==> src/rtl/gpmc_target.sv <==
// GPMC non-multiplexed asynchronous target: synchronises the pad strobes and
// turns each bus cycle into a single-beat register-bus access, stalling reads via wait.
module gpmc_target #(
    parameter int                    ADDR_WIDTH       = 16,
    parameter int                    DATA_WIDTH       = 16,
    parameter int                    CS_COUNT         = 8,
    parameter int                    CS_INDEX         = 0,
    parameter bit                    WAIT_ACTIVE_HIGH = 1'b1,
    parameter int                    TIMEOUT          = 255,
    parameter logic [DATA_WIDTH-1:0] TIMEOUT_DATA     = 16'hDEAD
) (
    input  logic                  clk,
    input  logic                  rst_n,
    input  logic [ADDR_WIDTH-1:0] gpmc_addr,
    input  logic [DATA_WIDTH-1:0] gpmc_data_i,
    output logic [DATA_WIDTH-1:0] gpmc_data_o,
    output logic                  gpmc_data_oe,
    input  logic [CS_COUNT-1:0]   gpmc_cs_n,
    input  logic                  gpmc_adv_n,
    input  logic                  gpmc_oe_n,
    input  logic                  gpmc_we_n,
    input  logic                  gpmc_be0_n,
    input  logic                  gpmc_be1_n,
    output logic                  gpmc_wait,
    output logic [ADDR_WIDTH-1:0] reg_addr,
    output logic                  reg_wr_en,
    output logic [DATA_WIDTH-1:0] reg_wr_data,
    output logic [1:0]            reg_be,
    output logic                  reg_rd_en,
    input  logic [DATA_WIDTH-1:0] reg_rd_data,
    input  logic                  reg_rd_valid,
    output logic                  proto_err
);

    localparam int CW = (TIMEOUT < 2) ? 1 : $clog2(TIMEOUT + 1);
    localparam int IW = ADDR_WIDTH + DATA_WIDTH + 2;

    typedef enum logic [2:0] {
        IDLE, ACTIVE, WRITE, RD_REQ, RD_WAIT, RD_DRIVE, DONE
    } state_t;

    // Strobes {cs, adv, oe, we} and the address/data/byte-enable bundle share
    // the same two-stage depth so captured values line up with the strobes.
    logic [1:0][3:0]    strb_q, strb_d;
    logic [1:0][IW-1:0] in_q, in_d;

    logic                  cs_n_s, adv_n_s, oe_n_s, we_n_s, be1_n_s, be0_n_s, sel;
    logic [ADDR_WIDTH-1:0] addr_s;
    logic [DATA_WIDTH-1:0] data_s;

    state_t                state_q, state_d;
    logic [ADDR_WIDTH-1:0] reg_addr_q, reg_addr_d;
    logic [DATA_WIDTH-1:0] wr_data_q, wr_data_d;
    logic [1:0]            be_q, be_d;
    logic                  wr_en_q, wr_en_d;
    logic                  perr_q, perr_d;
    logic [CW-1:0]         cnt_q, cnt_d;
    logic [DATA_WIDTH-1:0] data_o_q, data_o_d;
    logic                  stall;
    logic                  unused_cs;

    assign unused_cs = ^gpmc_cs_n;

    always_comb begin
        strb_d = {strb_q[0], {gpmc_cs_n[CS_INDEX], gpmc_adv_n, gpmc_oe_n, gpmc_we_n}};
        in_d   = {in_q[0], {gpmc_addr, gpmc_data_i, gpmc_be1_n, gpmc_be0_n}};
    end

    assign {cs_n_s, adv_n_s, oe_n_s, we_n_s}  = strb_q[1];
    assign {addr_s, data_s, be1_n_s, be0_n_s} = in_q[1];
    assign sel = ~cs_n_s;

    always_comb begin
        state_d    = state_q;
        reg_addr_d = reg_addr_q;
        wr_data_d  = wr_data_q;
        be_d       = be_q;
        wr_en_d    = 1'b0;
        perr_d     = 1'b0;
        cnt_d      = cnt_q;
        data_o_d   = data_o_q;

        if (sel && !adv_n_s) reg_addr_d = addr_s;

        case (state_q)
            IDLE: if (sel) state_d = ACTIVE;
            ACTIVE: begin
                if (!sel) begin
                    state_d = IDLE;
                end else if (!we_n_s && oe_n_s) begin
                    state_d   = WRITE;
                    wr_data_d = data_s;
                    be_d      = ~{be1_n_s, be0_n_s};
                end else if (!oe_n_s && we_n_s) begin
                    state_d = RD_REQ;
                end else if (!oe_n_s && !we_n_s) begin
                    perr_d  = 1'b1;
                    state_d = DONE;
                end
            end
            WRITE: begin
                // The cycle that sees the strobe release must not latch:
                // data may already be changing on the pads.
                if (we_n_s || !sel) begin
                    wr_en_d = 1'b1;
                    state_d = DONE;
                end else begin
                    wr_data_d = data_s;
                    be_d      = ~{be1_n_s, be0_n_s};
                end
            end
            RD_REQ: begin
                cnt_d   = CW'(TIMEOUT);
                state_d = RD_WAIT;
            end
            RD_WAIT: begin
                if (oe_n_s) begin
                    state_d = DONE;
                end else if (reg_rd_valid) begin
                    data_o_d = reg_rd_data;
                    state_d  = RD_DRIVE;
                end else if (cnt_q == '0) begin
                    data_o_d = TIMEOUT_DATA;
                    perr_d   = 1'b1;
                    state_d  = RD_DRIVE;
                end else begin
                    cnt_d = cnt_q - CW'(1);
                end
            end
            RD_DRIVE: if (oe_n_s) state_d = DONE;
            DONE: if (!sel && oe_n_s && we_n_s) state_d = IDLE;
            default: state_d = IDLE;
        endcase
    end

    always_ff @(posedge clk or negedge rst_n) begin
        if (!rst_n) begin
            strb_q     <= '1;
            in_q       <= '0;
            state_q    <= IDLE;
            reg_addr_q <= '0;
            wr_data_q  <= '0;
            be_q       <= '0;
            wr_en_q    <= 1'b0;
            perr_q     <= 1'b0;
            cnt_q      <= '0;
            data_o_q   <= '0;
        end else begin
            strb_q     <= strb_d;
            in_q       <= in_d;
            state_q    <= state_d;
            reg_addr_q <= reg_addr_d;
            wr_data_q  <= wr_data_d;
            be_q       <= be_d;
            wr_en_q    <= wr_en_d;
            perr_q     <= perr_d;
            cnt_q      <= cnt_d;
            data_o_q   <= data_o_d;
        end
    end

    // Stall starts as soon as the read strobe is seen and drops together with
    // the transition into RD_DRIVE, when gpmc_data_o gets its value.
    assign stall = (state_q == ACTIVE && sel && !oe_n_s && we_n_s) ||
                   (state_q == RD_REQ) || (state_q == RD_WAIT);

    assign gpmc_wait    = stall ^ ~WAIT_ACTIVE_HIGH;
    assign gpmc_data_oe = sel & ~oe_n_s & we_n_s;
    assign gpmc_data_o  = data_o_q;
    assign reg_addr     = reg_addr_q;
    assign reg_wr_en    = wr_en_q;
    assign reg_wr_data  = wr_data_q;
    assign reg_be       = be_q;
    assign reg_rd_en    = (state_q == RD_REQ);
    assign proto_err    = perr_q;

endmodule

==> config.mk <==
export PLATFORM = sky130hd
export DESIGN_NAME = gpmc_target
export DESIGN_NICKNAME = d
export VERILOG_FILES = /design/src/rtl/gpmc_target.sv
export SDC_FILE = /design/constraint.sdc
export NUM_CORES = 1
export LEC_CHECK = 0
export BUFFER_PORTS_ARGS = -buffer_cell sky130_fd_sc_hd__buf_2
export CORE_AREA = 2 2 141 143
export DETAILED_ROUTE_END_ITERATION = 8
export DIE_AREA = 0 0 143 145
export GPL_TIMING_DRIVEN = 1
export SYNTH_ARGS = -nofsm -noshare
export SYNTH_HDL_FRONTEND = slang
export SYNTH_SLANG_ARGS = --single-unit
==> constraint.sdc <==
create_clock -name clk -period 1.9 [get_ports clk]
set_input_delay 0.38 -clock clk [delete_from_list [all_inputs] [get_ports clk]]
set_output_delay 0.38 -clock clk [all_outputs]
set_load 0.02 [all_outputs]
==> results of run 1 <==
## final cells by class
cell class,count,area share [%]
well taps,265,5.00
clock buffers,22,6.86
clock inverters,10,1.78
multi-input cells,132,18.5
flip-flops and latches,139,52.7
repair buffers,151,14.7
inverters,9,0.548
## Yosys cell counts (2+ instances only)
master    number
or4_1          5
nor4b_1        2
clkbuf_1       6
nor3_1         6
dfstp_2        8
o31ai_1        6
a22o_1         6
inv_1          9
a21oi_1        5
or3_1          3
mux2_2        32
buf_2          4
nor2_1         6
ha_1           6
nand2_1        5
or3_2          2
nand3_1        4
o21ai_0        5
o22a_1        13
dfrtp_1      131
nor4_1         2
## power groups by stage
stage	sequential (mW)	combinational, mW	clock, mW
after floorplan	4.37	0.926	0
after global placement	3.88	2.32	0
after detailed placement	3.90	2.39	0
after CTS	3.87	2.46	3.28
after global routing	3.94	2.74	3.43
final	3.86	2.52	3.16
## per-stage QoR
step / std cells / util [%] / instance area, um^2
2_1_floorplan: 292 / - / 4710
3_3_place_gp: 685 / 30.3 / 5820
3_5_place_dp: 685 / 30.3 / 5820
4_1_cts: 721 / 33.9 / 6510
5_1_grt: 728 / 34.5 / 6630
6_report: 728 / 34.5 / 6630
## registers in the layout (all words and copies together) (netlist names), 4 cells and up
signal       count
reg_addr        16
strb_d           4
data_s          16
addr_s          16
in_d            34
gpmc_data_o     16
reg_wr_data     16
cnt_q            8
## final timing paths
kind / from / to / slack, ns / cells past startpoint
max: strb_q[4]$_DFF_PN1_ / gpmc_wait / -0.16 / 5
min: gpmc_adv_n / strb_d[6]$_DFF_PN1_ / 0.06 / 1
max reg2reg: cnt_q[3]$_DFFE_PN0P_ / cnt_q[6]$_DFFE_PN0P_ / -0.06 / 5
min reg2reg: in_d[55]$_DFF_PN0_ / addr_s[3]$_DFF_PN0_ / 0.35 / 0
max in group asynchronous: rst_n / strb_d[6]$_DFF_PN1_ / 0.85 / 3
min in group asynchronous: rst_n / addr_s[10]$_DFF_PN0_ / 0.47 / 2
## cells by family (layout without fill, tap and decap cells)
| logic type | count (synthesis) | after routing | synth area share [%] |
|---|---|---|---|
| DFF | 139 | 139 | 74.2 |
| and+or+nand+nor | 50 | 50 | 7.18 |
| AOI/OAI and AO/OA | 43 | 43 | 7.02 |
| muxes | 33 | 33 | 7.87 |
| buffers and inverters | 21 | 192 | 2.15 |
| adders and majority gates | 6 | 6 | 1.60 |
## layer usage
layer	track usage (%)	up-vias
met5	0	-
met4	4.55	2
met3	4.19	14
met2	15.7	80
met1	12.0	1528
li1	-	1358
## repair_timing
item	4_1_cts	5_1_grt
endpoints found under the setup margin	26	22
gates cloned	1	0
pin swaps	10	13
buffers inserted	2	7
hold buffers	1	0
resized for setup	18	15
endpoints found under the hold margin	41	0
==> metrics.yaml, run 1 <==
setup_path:
  critPathLaunchType: "flip-flop"
  critPathKind: "flip-flop to output pin"
  arrival_ns: 1.68
  critPathBufInv: 2
  crit_family: "flip-flops"
  worstPathMaxFanout: 4
  crit_chain: "inv_4 > nor3_4 > nor2_1 > o31ai_2 > buf_4"
  end_kind: "output pin"
  cp_slowest_stage_delay_ns: 0.55
  cp_slowest_cell: "dfstp_2"
  critical_path_required_ns: 1.52
yosys:
  synth_nets: 362
  synth_top_area_share_pct: 69.7
  ys_ff_latch: 139
  ys_seq_area_share_pct: 74.2
  synth_enable_flop_cells: 0
  synth_area_leaders: "dfrtp_1 70%, mux2_2 7.7%, dfstp_2 4.5%"
  avgSynthCellArea_um2: 16.1
  synthFlopType: "dfrtp_1"
  synth-async-reset-ratio_pct: 100
  yosys_warnings: 0
  synth_top_cell_by_area: "dfrtp_1"
  synth_cells: 292
  synthDistinctLibCells: 47
  syn-cell-area_um2: 4700
grt:
  antenna_found_initial: 1
  grt-ovfl-total: 0
  grt_pass1_vias: 3256
  grt_first_pass_wirelength_um: 16200
  grt_max_degree: 49
  grtUsageTotal_pct: 10.0
cts:
  numCtsBuffers: 17
  path_clk_slew_ns: 0.05
  clk_latency_ns: 0.41
  ctsHtreeMaxLevel: 4
  cts_tree: "yes"
  clock_sinks: 139
  root_buffer: "clkbuf_16"
  clock_path_buffers: 2
power_and_ir_drop:
  combPwrFrac_pct: 26.4
  p_per_area_nw_per_um2: 1440
  p_sw_mw: 2.90
  p_clk_share_pct: 33.1
  netSwitchingFraction_pct: 30.4
  p_total_mw: 9.54
  leakage_nw: 3.03
  p_int_mw: 6.64
  p_seq_share_pct: 40.4
  irDropWorstVdd_v: 0.000677
timing:
  whs_ns: 0.0643
  worst_slew_pin_slew_ns: 0.440
  rsz0062_at_grt: "true"
  finalHoldViolations: 0
  fmax_mhz: 485
  fin_worst_skew_ns: 0.0159
  slew_viol_final: 0
  setup_viol: 8
  post-route-min-period_ns: 2.06
  slew_headroom_pct: 70.6
  layout_setup_ws_ns: -0.160
  tns_ns: -0.311
  period_share_pct: 108
status:
  violations: "negative setup slack"
  status: "complete, but fails checks"
finish:
  final_common_cell: "dfrtp_1"
  num-fill-cells: 1874
  seq_area_um2: 3490
  final_cell_mix: "129 x dfrtp_1, 108 x buf_2, 32 x mux2_2"
  drive_gt1_share_pct: 53.8
  syn_to_final_growth_pct: 40.9
  nets: 520
  diodes: 0
  multiInputGateArea_um2: 1220
floorplan:
  die_area_um2: 20700
  chipHeight_um: 145
  ios: 119
  core_um2: 19200
  die_x_um: 143
  fp-row-count: 51
  initial_core_util_pct: 24.5
run:
  drv_cap: 0
route:
  post-route-drc-count: 0
  num_vias: 2982
  vias_per_cell: 4.10
  wl_per_cell_um: 13.5
  dr_wl_met3_um: 643
  drt_iter0_markers: 134
  ant_nets: 0
  wl_met2_um: 4890
  drtPass1Iterations: 4
  wl_met1_um: 4190
  totalWireLength_um: 9850
  dr.max_layer_used: "met5"
worst_hold_path:
  min_path_type: "primary input to flip-flop"
placement:
  dpl.hpwl_um: 6870
  port_buffers: 111
  gp_congestion: 0.814
  dp_slack_ns: -0.0601
No activity file was read; power rests on OpenSTA's default activity.
==> run 2: changes to the inputs <==
--- a/config.mk
+++ b/config.mk
@@ -7,6 +7,7 @@
 export LEC_CHECK = 0
 export BUFFER_PORTS_ARGS = -buffer_cell sky130_fd_sc_hd__buf_2
 export CORE_AREA = 2 2 141 143
+export CTS_BUF_LIST = sky130_fd_sc_hd__clkbuf_8
 export DETAILED_ROUTE_END_ITERATION = 8
 export DIE_AREA = 0 0 143 145
 export GPL_TIMING_DRIVEN = 1
==> run 2 against run 1 <==
The run still ends with negative setup slack left. Non-clock buffer count grew 13. Register-to-register slack about the same. Count of clock-buffer cells in the layout decreased by 4. Via count rose by 0.74%. Sequential power about the same. Final area decreased by 0.96%. Die area did not move. Clock skew shrank 0.0089 ns. Core utilization decreased by 0.33 points. Largest power group unchanged. Highest routed layer is now met4.
==> metrics.yaml, run 2 (synthesized netlist as in run 1, its figures left out) <==
placement:
  gp_congestion: 0.814  # unchanged
  port_buffers: 111  # unchanged
  dpl.hpwl_um: 6870  # unchanged
  dp_slack_ns: -0.0601  # unchanged
  post_dp_cell_area_um2: 5820  # unchanged
route:
  wl_per_cell_um: 13.3  # was 13.5 um
  ant_nets: 0  # unchanged
  totalWireLength_um: 9850  # about the same
  vias_per_cell: 4.05  # was 4.10
  post-route-drc-count: 0  # unchanged
  num_vias: 3004  # was 2982
  drtPass1Iterations: 4  # unchanged
  drt_iter0_markers: 87  # was 134
worst_hold_path:
  hold_path_depth: 1  # unchanged
  min_path_type: "primary input to flip-flop"  # unchanged
  hp-start: "gpmc_data_i[15]"  # was gpmc_adv_n
grt:
  grtUsageTotal_pct: 10.1  # was 10.0%
  grt_first_pass_wirelength_um: 16200  # about the same
  grt_pass1_vias: 3231  # was 3256
  grt_max_degree: 49  # unchanged
  grt-ovfl-total: 0  # unchanged
  antenna_found_initial: 0  # was 1
power_and_ir_drop:
  leakage_nw: 3.02  # was 3.03 nW
  p_per_area_nw_per_um2: 1330  # was 1440 nW/um^2
  p_total_mw: 8.72  # was 9.54 mW
  irDropWorstVdd_v: 0.000438  # was 0.000677 V
setup_path:
  worst_r2r_path_depth: 5  # unchanged
  critPathLaunchType: "flip-flop"  # unchanged
  arrival_ns: 1.67  # was 1.68 ns
  worst-r2r-setup-slack_ns: -0.06  # about the same
  end_kind: "output pin"  # unchanged
  rr_startpoint: "cnt_q[3]$_DFFE_PN0P_"  # unchanged
  worstPathMaxFanout: 4  # unchanged
  critPathKind: "flip-flop to output pin"  # unchanged
  crit_start: "strb_q[4]$_DFF_PN1_"  # unchanged
  critical_path_required_ns: 1.52  # about the same
cts:
  root_buffer: "clkbuf_8"  # was clkbuf_16
  numCtsBuffers: 17  # unchanged
  cts_tree: "yes"  # unchanged
  path_clk_slew_ns: 0.08  # was 0.05 ns
  clk_latency_ns: 0.43  # was 0.41 ns
  clock_sinks: 139  # unchanged
  ctsHtreeMaxLevel: 4  # unchanged
  clock_path_buffers: 2  # unchanged
floorplan:
  die_x_um: 143  # unchanged
  initial_core_util_pct: 24.5  # unchanged
  fp-row-count: 51  # unchanged
  die_area_um2: 20700  # unchanged
  ios: 119  # unchanged
  chipHeight_um: 145  # unchanged
  core_um2: 19200  # unchanged
finish:
  stdcell_area_um2: 6560  # was 6630 um^2
  drive_gt1_share_pct: 53.8  # about the same
  largest_reg_flops: 34  # unchanged
  diodes: 0  # unchanged
  final_cell_mix: "129 x dfrtp_1, 107 x buf_2, 35 x buf_4"  # was 129 x dfrtp_1, 108 x buf_2, 32 x mux2_2
  final_common_cell: "dfrtp_1"  # unchanged
  nets: 533  # was 520
  syn_to_final_growth_pct: 39.5  # was 40.9%
timing:
  slew_headroom_pct: 70.7  # was 70.6%
  setup_viol: 11  # was 8
  period_share_pct: 108  # about the same
  slew_viol_final: 0  # unchanged
  rsz0062_at_grt: "true"  # unchanged
  fmax_mhz: 487  # was 485 MHz
  layout_setup_ws_ns: -0.154  # was -0.160 ns
  post-route-min-period_ns: 2.05  # was 2.06 ns
  finalHoldViolations: 0  # unchanged
  fin_worst_skew_ns: 0.00706  # was 0.0159 ns
  whs_ns: 0.0534  # was 0.0643 ns
  worst_slew_pin_slew_ns: 0.439  # was 0.440 ns
status:
  status: "complete, but fails checks"  # unchanged
  violations: "negative setup slack"  # unchanged
run:
  drv_cap: 0  # unchanged
[run 2: cell count changes in the layout (fill, tap and decap cells not counted)]
cell and delta:
buf_2 -1, buf_4 +5, buf_6 +2, clkbuf_1 -4, clkbuf_16 -17, clkbuf_8 +17
dlygate4sd3_1 +7, inv_1 +4, nand2_1 -1, nand2_2 +1
[run 2: path summary, 6_finish.rpt]
check | endpoint
max in group asynchronous | strb_d[6]$_DFF_PN1_
min | in_d[51]$_DFF_PN0_
max | gpmc_wait
min reg2reg | addr_s[11]$_DFF_PN0_
max reg2reg | cnt_q[6]$_DFFE_PN0P_
min in group asynchronous | reg_addr[14]$_DFFE_PN0P_
[run 2: area by class of cell]
cell class	instances	area [um^2]
Timing Repair Buffer	164	1100
Tap cell	265	332
Fill cell	1883	12600
Clock buffer	18	248
Inverter	9	36.3
Multi-Input combinational cell	132	1230
Sequential cell	139	3490
Clock inverter	14	133
[run 2: layer usage]
| layer | GRT usage, % | wire length, um | vias up |
|---|---|---|---|
| met5 | 0 | 0 | - |
| met3 | 4.79 | 679 | 12 |
| met2 | 15.7 | 4800 | 87 |
| li1 | - | - | 1379 |
| met1 | 12.0 | 4230 | 1526 |
| met4 | 4.11 | 135 | 0 |
[run 2: critical path: stages, from the launching register on]
cell and delay, ns:
dfstp_2 0.56, inv_4 0.06, nor3_4 0.16, nor2_1 0.06
o31ai_2 0.21, buf_4 0.19
[run 2: power by group]
part,internal (mW),total [mW],switching (mW)
clock,1.18,2.27,1.09
combinational,1.20,2.63,1.42
sequential,3.53,3.83,0.293
total,5.92,8.72,2.80
[run 2: repair_timing]
item	CTS	global route
pin swaps	10	13
endpoints found under the setup margin	26	30
cloned	1	0
hold buffers	1	7
endpoints found under the hold margin	41	7
setup buffers	2	13
resized for setup	17	19
[run 2: through the flow]
step | utilization [%] | instances | setup TNS (ns)
global placement | 30.3 | 685 | -0.0326
CTS | 32.9 | 721 | -0.399
finish | 34.2 | 741 | -0.413
global route | 34.2 | 741 | -1.29
floorplan | - | 292 | 0
detailed placement | 30.3 | 685 | -0.379
==> run 3: changes to the inputs <==
==> config.mk (replaced) <==
export PLATFORM = sky130hd
export DESIGN_NAME = gpmc_target
export DESIGN_NICKNAME = d
export VERILOG_FILES = /design/src/rtl/gpmc_target.sv
export SDC_FILE = /design/constraint.sdc
export NUM_CORES = 1
export LEC_CHECK = 0
export BUFFER_PORTS_ARGS = -buffer_cell sky130_fd_sc_hd__buf_4
export CORE_AREA = 5 5 144 146
export CTS_BUF_LIST = sky130_fd_sc_hd__clkbuf_8
export DETAILED_ROUTE_END_ITERATION = 8
export DIE_AREA = 0 0 149 151
export GPL_TIMING_DRIVEN = 1
export SYNTH_ARGS = -nofsm -noshare
export SYNTH_HDL_FRONTEND = slang
export SYNTH_SLANG_ARGS = --single-unit
==> run 3 against run 2 <==
The flow still finishes with violations (negative setup slack). Combinational power increased by 9.5%. Count of clock-buffer cells in the layout unchanged. Fmax decreased by 0.18%. Total power increased by 0.90%. Sequential share of layout area decreased by 0.94 points. Cell count decreased by 1.9%. Register-to-register slack got worse by 0.02 ns. Clock skew increased by 0.0027 ns. Non-clock buffer count decreased by 14. Critical path type unchanged. Clock power decreased by 8.8%. Core utilization increased by 0.48 points.
==> metrics.yaml, run 3 (synthesized netlist as in run 1, its figures left out) <==
grt:
  grt_max_degree: 48  # was 49
  grt_first_pass_wirelength_um: 15500  # was 16200 um
  grtUsageTotal_pct: 8.95  # was 10.1%
  antenna_found_initial: 0  # unchanged
  grt-ovfl-total: 0  # unchanged
  grt_pass1_vias: 3005  # was 3231
finish:
  final_common_cell: "buf_4"  # was dfrtp_1
  num-fill-cells: 1925  # was 1883
  multiInputGateArea_um2: 1270  # was 1230 um^2
  stdcell_area_um2: 6680  # was 6560 um^2
  final_cell_mix: "135 x buf_4, 131 x dfrtp_1, 18 x clkbuf_8"  # was 129 x dfrtp_1, 107 x buf_2, 35 x buf_4
  diodes: 0  # unchanged
  drive_gt1_share_pct: 53.0  # was 53.8%
  syn_to_final_growth_pct: 41.9  # was 39.5%
  nets: 519  # was 533
  seq_area_um2: 3490  # about the same
  largest_reg_flops: 34  # unchanged
cts:
  clock_sinks: 139  # unchanged
  root_buffer: "clkbuf_8"  # unchanged
  ctsHtreeMaxLevel: 4  # unchanged
  numCtsBuffers: 17  # unchanged
  clock_path_buffers: 2  # unchanged
  clk_latency_ns: 0.43  # about the same
  cts_tree: "yes"  # unchanged
  path_clk_slew_ns: 0.08  # about the same
power_and_ir_drop:
  irDropWorstVdd_v: 0.000639  # was 0.000438 V
  p_total_mw: 8.80  # was 8.72 mW
  leakage_nw: 3.05  # was 3.02 nW
  p_per_area_nw_per_um2: 1320  # was 1330 nW/um^2
setup_path:
  critPathLaunchType: "flip-flop"  # unchanged
  critical_path_required_ns: 1.52  # about the same
  worst_r2r_path_depth: 7  # was 5
  arrival_ns: 1.68  # was 1.67 ns
  worstPathMaxFanout: 14  # was 4
  critPathKind: "flip-flop to output pin"  # unchanged
  end_kind: "output pin"  # unchanged
timing:
  fin_worst_skew_ns: 0.00979  # was 0.00706 ns
  whs_ns: 0.0476  # was 0.0534 ns
  period_share_pct: 108  # about the same
  fmax_mhz: 486  # was 487 MHz
  slew_headroom_pct: 72.4  # was 70.7%
  slew_viol_final: 0  # unchanged
  post-route-min-period_ns: 2.06  # was 2.05 ns
  rsz0062_at_grt: "true"  # unchanged
  layout_setup_ws_ns: -0.157  # was -0.154 ns
  setup_viol: 17  # was 11
  finalHoldViolations: 0  # unchanged
  worst_slew_pin_slew_ns: 0.411  # was 0.439 ns
worst_hold_path:
  min_path_type: "primary input to flip-flop"  # unchanged
  hold_path_depth: 1  # unchanged
route:
  totalWireLength_um: 10100  # was 9850 um
  ant_nets: 0  # unchanged
  wl_per_cell_um: 13.9  # was 13.3 um
  post-route-drc-count: 0  # unchanged
  drt_iter0_markers: 124  # was 87
  vias_per_cell: 4.03  # was 4.05
  num_vias: 2932  # was 3004
  drtPass1Iterations: 4  # unchanged
run:
  drv_cap: 0  # unchanged
floorplan:
  initial_core_util_pct: 24.4  # was 24.5%
  fp-row-count: 51  # unchanged
  ios: 119  # unchanged
  core_um2: 19300  # was 19200 um^2
  die_area_um2: 22500  # was 20700 um^2
  die_x_um: 149  # was 143 um
  chipHeight_um: 151  # was 145 um
placement:
  post_dp_cell_area_um2: 6040  # was 5820 um^2
  dpl.hpwl_um: 6950  # was 6870 um
  port_buffers: 111  # unchanged
  gp_congestion: 0.767  # was 0.814
status:
  status: "complete, but fails checks"  # unchanged
  violations: "negative setup slack"  # unchanged
## run 3: cell count changes in the layout (fill, tap and decap cells not counted), moves of 2 or more
cell           before  now
mux2_2             32   16
buf_4              35  135
ha_1                6    4
inv_6               1    4
bufinv_16           2    0
buf_12              5    3
dlygate4sd3_1       8    6
dfrtp_2             2    0
buf_2             107    0
buf_6               8    6
inv_1              11    9
dfrtp_1           129  131
mux2_4              0   16
## run 3: repair_timing
action / 4_1_cts / 5_1_grt
endpoints found under the setup margin: 12 / 35
hold endpoints to repair: 37 / 5
hold buffers: 1 / 5
setup buffers: 4 / 5
gates cloned: 0 / 0
resized for setup: 9 / 35
pin swaps: 5 / 5
## run 3: worst max-delay path, cell delays in order (launching register included)
cell and delay, ns:
dfrtp_1 0.37, buf_6 0.16, or3b_4 0.43, o31ai_2 0.10, buf_4 0.20
## run 3: path summary, 6_finish.rpt
kind,from,slack [ns],end
max,state_q[2]$_DFFE_PN0P_,-0.16,gpmc_wait
min,gpmc_addr[12],0.05,in_d[64]$_DFF_PN0_
max reg2reg,oe_n_s$_DFF_PN1_,-0.08,cnt_q[2]$_DFFE_PN0P_
min reg2reg,in_d[52]$_DFF_PN0_,0.35,addr_s[0]$_DFF_PN0_
max in group asynchronous,rst_n,0.86,gpmc_data_o[15]$_DFFE_PN0P_
min in group asynchronous,rst_n,0.41,addr_s[0]$_DFF_PN0_
## run 3: stage by stage
step | setup slack, ns | TNS [ns] | std cells | util (%)
6_report | -0.157 | -0.423 | 727 | 34.6
5_1_grt | -0.253 | -1.86 | 727 | 34.6
4_1_cts | -0.231 | -0.376 | 717 | 33.4
3_5_place_dp | -0.0465 | -0.0672 | 680 | 31.3
3_3_place_gp | -0.0222 | -0.0222 | 680 | 31.3
2_1_floorplan | 0.0164 | 0 | 292 | -
## run 3: power by group
| group | internal, mW | leakage [nW] | switching (mW) |
|---|---|---|---|
| Clock | 0.936 | 0.175 | 1.14 |
| Sequential | 3.53 | 1.61 | 0.321 |
| Combinational | 1.46 | 1.27 | 1.42 |
| Total | 5.93 | 3.05 | 2.88 |
## run 3: routing by layer
| layer | track usage (%) | share of wire, % | routed length, um | vias up |
|---|---|---|---|---|
| met1 | 11.2 | 43 | 4300 | 1466 |
| met4 | 3.66 | 2.1 | 208 | 0 |
| li1 | - | - | - | 1352 |
| met5 | 0 | 0 | 0 | - |
| met2 | 13.5 | 49 | 4930 | 96 |
| met3 | 4.01 | 6.5 | 653 | 18 |
## run 3: area by class of cell
type                       count  share of cell area, %
timing repair buffer         150                   18.0
clock buffer                  18                   3.71
inverter                       9                  0.544
clock inverter                14                   1.44
tap                          265                   4.97
multi-input combinational    132                   19.1
sequential                   139                   52.3
